## src/rtl/shreg_pkg.sv

```systemverilog
// shreg_pkg: shared types and constants for the multi-channel shift register
// Contents: burst FSM state enum, shift direction encodings.
package shreg_pkg;
   typedef enum logic {ST_IDLE, ST_RUN} state_t;
   localparam logic DIR_RIGHT = 1'b0;
   localparam logic DIR_LEFT  = 1'b1;
endpackage

```

## src/rtl/shreg_lane.sv

```systemverilog
// shreg_lane: one WIDTH-bit shift register lane with parallel load
// Ports: clk, rst (sync, active-high); load, d (parallel load, wins over step);
//        step (shift one position), dir (0 right / 1 left), fill (bit entering);
//        q (contents), exit_bit (bit leaving on a shift in the current direction).
module shreg_lane
   import shreg_pkg::*;
#(
   parameter int WIDTH = 8
) (
   input  logic             clk,
   input  logic             rst,
   input  logic             load,
   input  logic [WIDTH-1:0] d,
   input  logic             step,
   input  logic             dir,
   input  logic             fill,
   output logic [WIDTH-1:0] q,
   output logic             exit_bit
);
   assign exit_bit = (dir == DIR_LEFT) ? q[WIDTH-1] : q[0];
   always_ff @(posedge clk) begin
      if (rst)
         q <= '0;
      else if (load)
         q <= d;
      else if (step)
         q <= (dir == DIR_RIGHT) ? {fill, q[WIDTH-1:1]} : {q[WIDTH-2:0], fill};
   end
endmodule

```

## src/rtl/multi_channel_shift_register.sv

```systemverilog
// multi_channel_shift_register: NUM_CH independent shift lanes with cascade and burst engine
// Ports: clk, rst (sync, active-high); load/data (per-channel parallel load, channel i
//        at data[i*WIDTH +: WIDTH]); shift (single-step enables, also burst mask);
//        dir (0 right / 1 left); cascade_en, serial_in (chain fill); burst_start,
//        burst_len (clamped to WIDTH); out (contents); serial_out (last channel exit bit);
//        busy (burst running); done (one-cycle pulse at burst end).
// Option: define SHREG_ROTATE_EN to add input rotate (self-fill when cascade_en=0).
module multi_channel_shift_register
   import shreg_pkg::*;
#(
   parameter  int NUM_CH = 2,
   parameter  int WIDTH  = 8,
   localparam int CW     = $clog2(WIDTH + 1)
) (
   input  logic                    clk,
   input  logic                    rst,
   input  logic [NUM_CH-1:0]       load,
   input  logic [NUM_CH*WIDTH-1:0] data,
   input  logic [NUM_CH-1:0]       shift,
   input  logic [NUM_CH-1:0]       dir,
   input  logic                    cascade_en,
   input  logic                    serial_in,
   input  logic                    burst_start,
   input  logic [CW-1:0]           burst_len,
`ifdef SHREG_ROTATE_EN
   input  logic                    rotate,
`endif
   output logic [NUM_CH*WIDTH-1:0] out,
   output logic                    serial_out,
   output logic                    busy,
   output logic                    done
);
   state_t            state;
   logic [CW-1:0]     cnt;
   logic [CW-1:0]     len_c;
   logic [NUM_CH-1:0] mask;
   logic [NUM_CH-1:0] step;
   logic [NUM_CH-1:0] exits;
   logic [NUM_CH-1:0] fills;
   logic              rot;
`ifdef SHREG_ROTATE_EN
   assign rot = rotate;
`else
   assign rot = 1'b0;
`endif
   assign len_c      = (burst_len > CW'(WIDTH)) ? CW'(WIDTH) : burst_len;
   // the cycle that captures a burst performs no single-step shift
   assign step       = (state == ST_RUN) ? mask : (burst_start ? '0 : shift);
   assign serial_out = exits[NUM_CH-1];
   generate
      for (genvar i = 0; i < NUM_CH; i++) begin : g_ch
         if (i == 0) begin : g_head
            assign fills[i] = cascade_en ? serial_in : (rot & exits[i]);
         end else begin : g_link
            assign fills[i] = cascade_en ? exits[i-1] : (rot & exits[i]);
         end
         shreg_lane #(.WIDTH(WIDTH)) u_lane (
            .clk      (clk),
            .rst      (rst),
            .load     (load[i]),
            .d        (data[i*WIDTH +: WIDTH]),
            .step     (step[i]),
            .dir      (dir[i]),
            .fill     (fills[i]),
            .q        (out[i*WIDTH +: WIDTH]),
            .exit_bit (exits[i])
         );
      end
   endgenerate
   always_ff @(posedge clk) begin
      if (rst) begin
         state <= ST_IDLE;
         cnt   <= '0;
         mask  <= '0;
         busy  <= 1'b0;
         done  <= 1'b0;
      end else begin
         done <= 1'b0;
         if (state == ST_IDLE) begin
            if (burst_start) begin
               mask  <= shift;
               cnt   <= len_c;
               busy  <= (len_c != '0);
               done  <= (len_c == '0);
               state <= (len_c != '0) ? ST_RUN : ST_IDLE;
            end
         end else begin
            cnt <= cnt - 1'b1;
            if (cnt == CW'(1)) begin
               state <= ST_IDLE;
               busy  <= 1'b0;
               done  <= 1'b1;
            end
         end
      end
   end
endmodule

```

## config.mk

```make
export PLATFORM = sky130hd
export DESIGN_NAME = multi_channel_shift_register
export DESIGN_NICKNAME = d
export VERILOG_FILES = /design/src/rtl/shreg_pkg.sv /design/src/rtl/shreg_lane.sv /design/src/rtl/multi_channel_shift_register.sv
export SDC_FILE = /design/constraint.sdc
export NUM_CORES = 1
export LEC_CHECK = 0
export ABC_CLOCK_PERIOD_IN_PS = 2550
export CORE_MARGIN = 10
export CORE_UTILIZATION = 45
export CTS_BUF_LIST = sky130_fd_sc_hd__clkbuf_2 sky130_fd_sc_hd__clkbuf_4 sky130_fd_sc_hd__clkbuf_8
export CTS_CLUSTER_SIZE = 28
export DETAILED_ROUTE_END_ITERATION = 8
export PLACE_DENSITY = 0.81
export SLEW_MARGIN = 20
export SYNTH_ARGS = -nofsm -noshare
export SYNTH_HDL_FRONTEND = slang
export SYNTH_SLANG_ARGS = --single-unit
```

## constraint.sdc

```tcl
create_clock -name clk -period 2.55 [get_ports clk]
set_clock_uncertainty 0.05 [all_clocks]
set_input_delay 0.51 -clock clk [delete_from_list [all_inputs] [get_ports clk]]
set_output_delay 0.51 -clock clk [all_outputs]
set_load 0.005 [all_outputs]
```

==> flow_metrics.py, run 1 <==
metrics = {
    "status": {
        "status": "finished clean",
    },
    "route": {
        "first_iter_violations": 118,
        "num_vias": 1348,
        "firstDrtPassIters": 4,
        "ant_nets": 0,
        "remaining_drc_errors": 0,
        "wl_um": 3980,
        "vias_per_cell": 5.84,
        "wire_per_inst_um": 17.2,
    },
    "floorplanning": {
        "core-area_sq_um": 2830,
        "start_util_pct": 48.4,
        "die_height_um": 75.2,
        "dieArea_sq_um": 5650,
        "ios": 50,
        "die_width_um": 75.2,
        "rows": 19,
    },
    "timing": {
        "finalCritPeriodShare_pct": 90.9,
        "setup_violations": 0,
        "tightest_slew_ns": 0.590,
        "final_hold_viol_count": 0,
        "final-max-slew-violation-count": 0,
        "grt_setup_unrepaired": "false",
        "fmax_mhz": 432,
        "period_needed_ns": 2.32,
        "setup_slack_ns": 0.233,
        "whs_ns": 0.468,
        "fin_tns_setup_ns": 0,
        "slew-limit-headroom_pct": 60.6,
    },
    "clock_network": {
        "post_cts_buffers": 0,
        "cts_tree": "yes",
        "clk_latency_ns": 0.32,
        "cts_buffers": 3,
        "post_cts_resized": 0,
        "clk_path_buf_depth": 2,
        "clk_pin_slew_worst_paths_ns": 0.13,
        "cts_sinks": 25,
        "cts_max_level": 1,
        "cts-root-buf": "clkbuf_4",
        "cts_hold_buf": 0,
    },
    "final_layout": {
        "finish.utilization_pct": 68.0,
        "nets": 234,
        "n_antenna_cell": 0,
        "final_cell_mix": "clkdlybuf4s50_1, dfxtp_1, mux2i_1",
        "register_area_sq_um": 500,
        "area_delta_synth_final_pct": 40.6,
        "multi_input_area_sq_um": 808,
        "layoutNonFillerInstCount": 231,
        "design_area_sq_um": 1920,
        "nFillCells": 247,
        "drive_above_1_share_pct": 8.50,
        "final_common_cell": "clkdlybuf4s50_1",
    },
    "yosys": {
        "synthTopCellsByArea": "dfxtp_1, mux2i_1, mux2_2",
        "async_flop_share_pct": 0,
        "syn_inst": 152,
        "synth_warnings": 0,
        "synth_top_area_share_pct": 36.6,
        "netlist_area_sq_um": 1370,
        "yosysTopAreaCell": "dfxtp_1",
        "seq_area_frac_synth_pct": 36.6,
        "ys_ff_latch": 25,
        "avgSynthCellArea_sq_um": 9.01,
        "ys.flop_type": "dfxtp_1",
        "syn_nets": 185,
        "synth_edf_count": 0,
        "synth.distinct_cells": 35,
    },
    "setup_path": {
        "cp-start-kind": "input pin",
        "path_class": "input pin to output port",
        "path_cells": "clkdlybuf4s50_1 -> nand2_1 -> o21ai_0 -> clkdlybuf4s50_1",
        "cp.arrival_ns": 1.76,
        "reg2reg_from": "state",
        "critical_path.startpoint": "dir[1]",
        "worst_path_largest_cell_delay_ns": 0.57,
        "worst_setup_path_end_kind": "output port",
        "cp_data_required_time_ns": 1.99,
        "cp_max_fo": 6,
        "cp_slowest_cell": "clkdlybuf4s50_1",
        "crit_top_cell": "clkdlybuf4s50_1",
    },
    "worst_hold_path": {
        "min_from": "mask[0]",
        "min_path_type": "flop to flop",
    },
    "global_routing": {
        "antenna_found_initial": 0,
        "grt_pass1_wl_um": 6660,
        "grt.overflow.total": 0,
        "grt.total_usage_pct": 14.6,
        "grt_pass1_vias": 1444,
        "grt_max_degree": 16,
    },
    "power": {
        "power_density_nw_per_um2": 453,
        "p_leak_nw": 0.754,
        "fin_total_pwr_mw": 0.872,
        "irDropWorstVdd_uv": 395,
    },
    "placed_design": {
        "dp.cells": 227,
        "dp_slack_ns": 0.236,
        "dpl_cell_area_sq_um": 1890,
        "hpwlAfterDp_um": 3150,
        "gp_congestion": 0.788,
        "port_buffers": 49,
    },
    "run": {
        "drv_cap": 0,
    },
}
where the power goes:
group	internal [mW]	switching (mW)	leakage, nW
registers	0.420	0.0316	0.206
logic	0.140	0.0925	0.530
clock network	0.0718	0.116	0.0184
area by class of cell:
class                      instances  share of cell area, %
multi-input combinational        112                   42.0
clock buffer                       4                   1.56
sequential                        25                   26.0
inverter                           5                  0.975
tap                               31                   2.02
timing repair buffer              54                   27.4
path summary, 6_finish.rpt:
kind | end | slack [ns] | depth (start not counted)
worst max-delay path | serial_out | 0.23 | 4
worst min register to register | mask[0] | 0.47 | 2
worst min-delay path | mask[0] | 0.47 | 2
worst max register to register | busy | 0.92 | 3
routing by layer:
layer	vias up	global-route usage [%]	routed length [um]
li1	662	-	-
met1	651	15.4	1530
met2	33	27.2	2130
met3	2	5.12	311
met4	0	2.89	14
met5	-	0	0
Yosys cell counts (2+ instances only):
cell type / n
a21oi_1: 9
nor3_1: 2
nor2b_1: 5
inv_1: 5
mux2_2: 7
a32o_1: 2
dfxtp_1: 25
nand3b_1: 2
or3b_1: 3
o22ai_1: 6
nor2_1: 5
a22o_1: 6
ha_1: 2
nand2_1: 11
o21ai_0: 9
and3b_1: 4
clkbuf_1: 6
mux2i_1: 14
buf_2: 3
nand2b_1: 8
a31oi_1: 2
a311oi_1: 3
flip-flops by register name, summed over array words and instances, names as in the netlist:
| signal | count |
|---|---|
| g_ch.u_lane.q | 16 |
| cnt | 4 |
| mask | 2 |
| busy | 1 |
| done | 1 |
| state | 1 |
cell families (layout without fill, tap and decap cells):
logic type / after synthesis / count (layout) / share of synthesized area (%)
AO/OA/AOI/OAI: 45 / 45 / 22.5
adder cells (fa/ha/maj): 2 / 2 / 1.83
buffers and inverters: 15 / 63 / 4.39
flip-flops: 25 / 25 / 36.6
multiplexers: 21 / 21 / 16.0
AND/OR/NAND/NOR: 44 / 44 / 18.7
critical path: cells and delay by family:
family | cells | cell delay (ns)
buf+inv | 2 | 1.10
simple gates | 1 | 0.08
compound gates | 1 | 0.07
Power figures use the tool's default switching activity.
==> run 2: changes to the inputs <==
Settings changed: HOLD_SLACK_MARGIN set to 0.08.
==> results of run 2 <==
The final DEF is identical to that of run 1; final timing and power are the same.
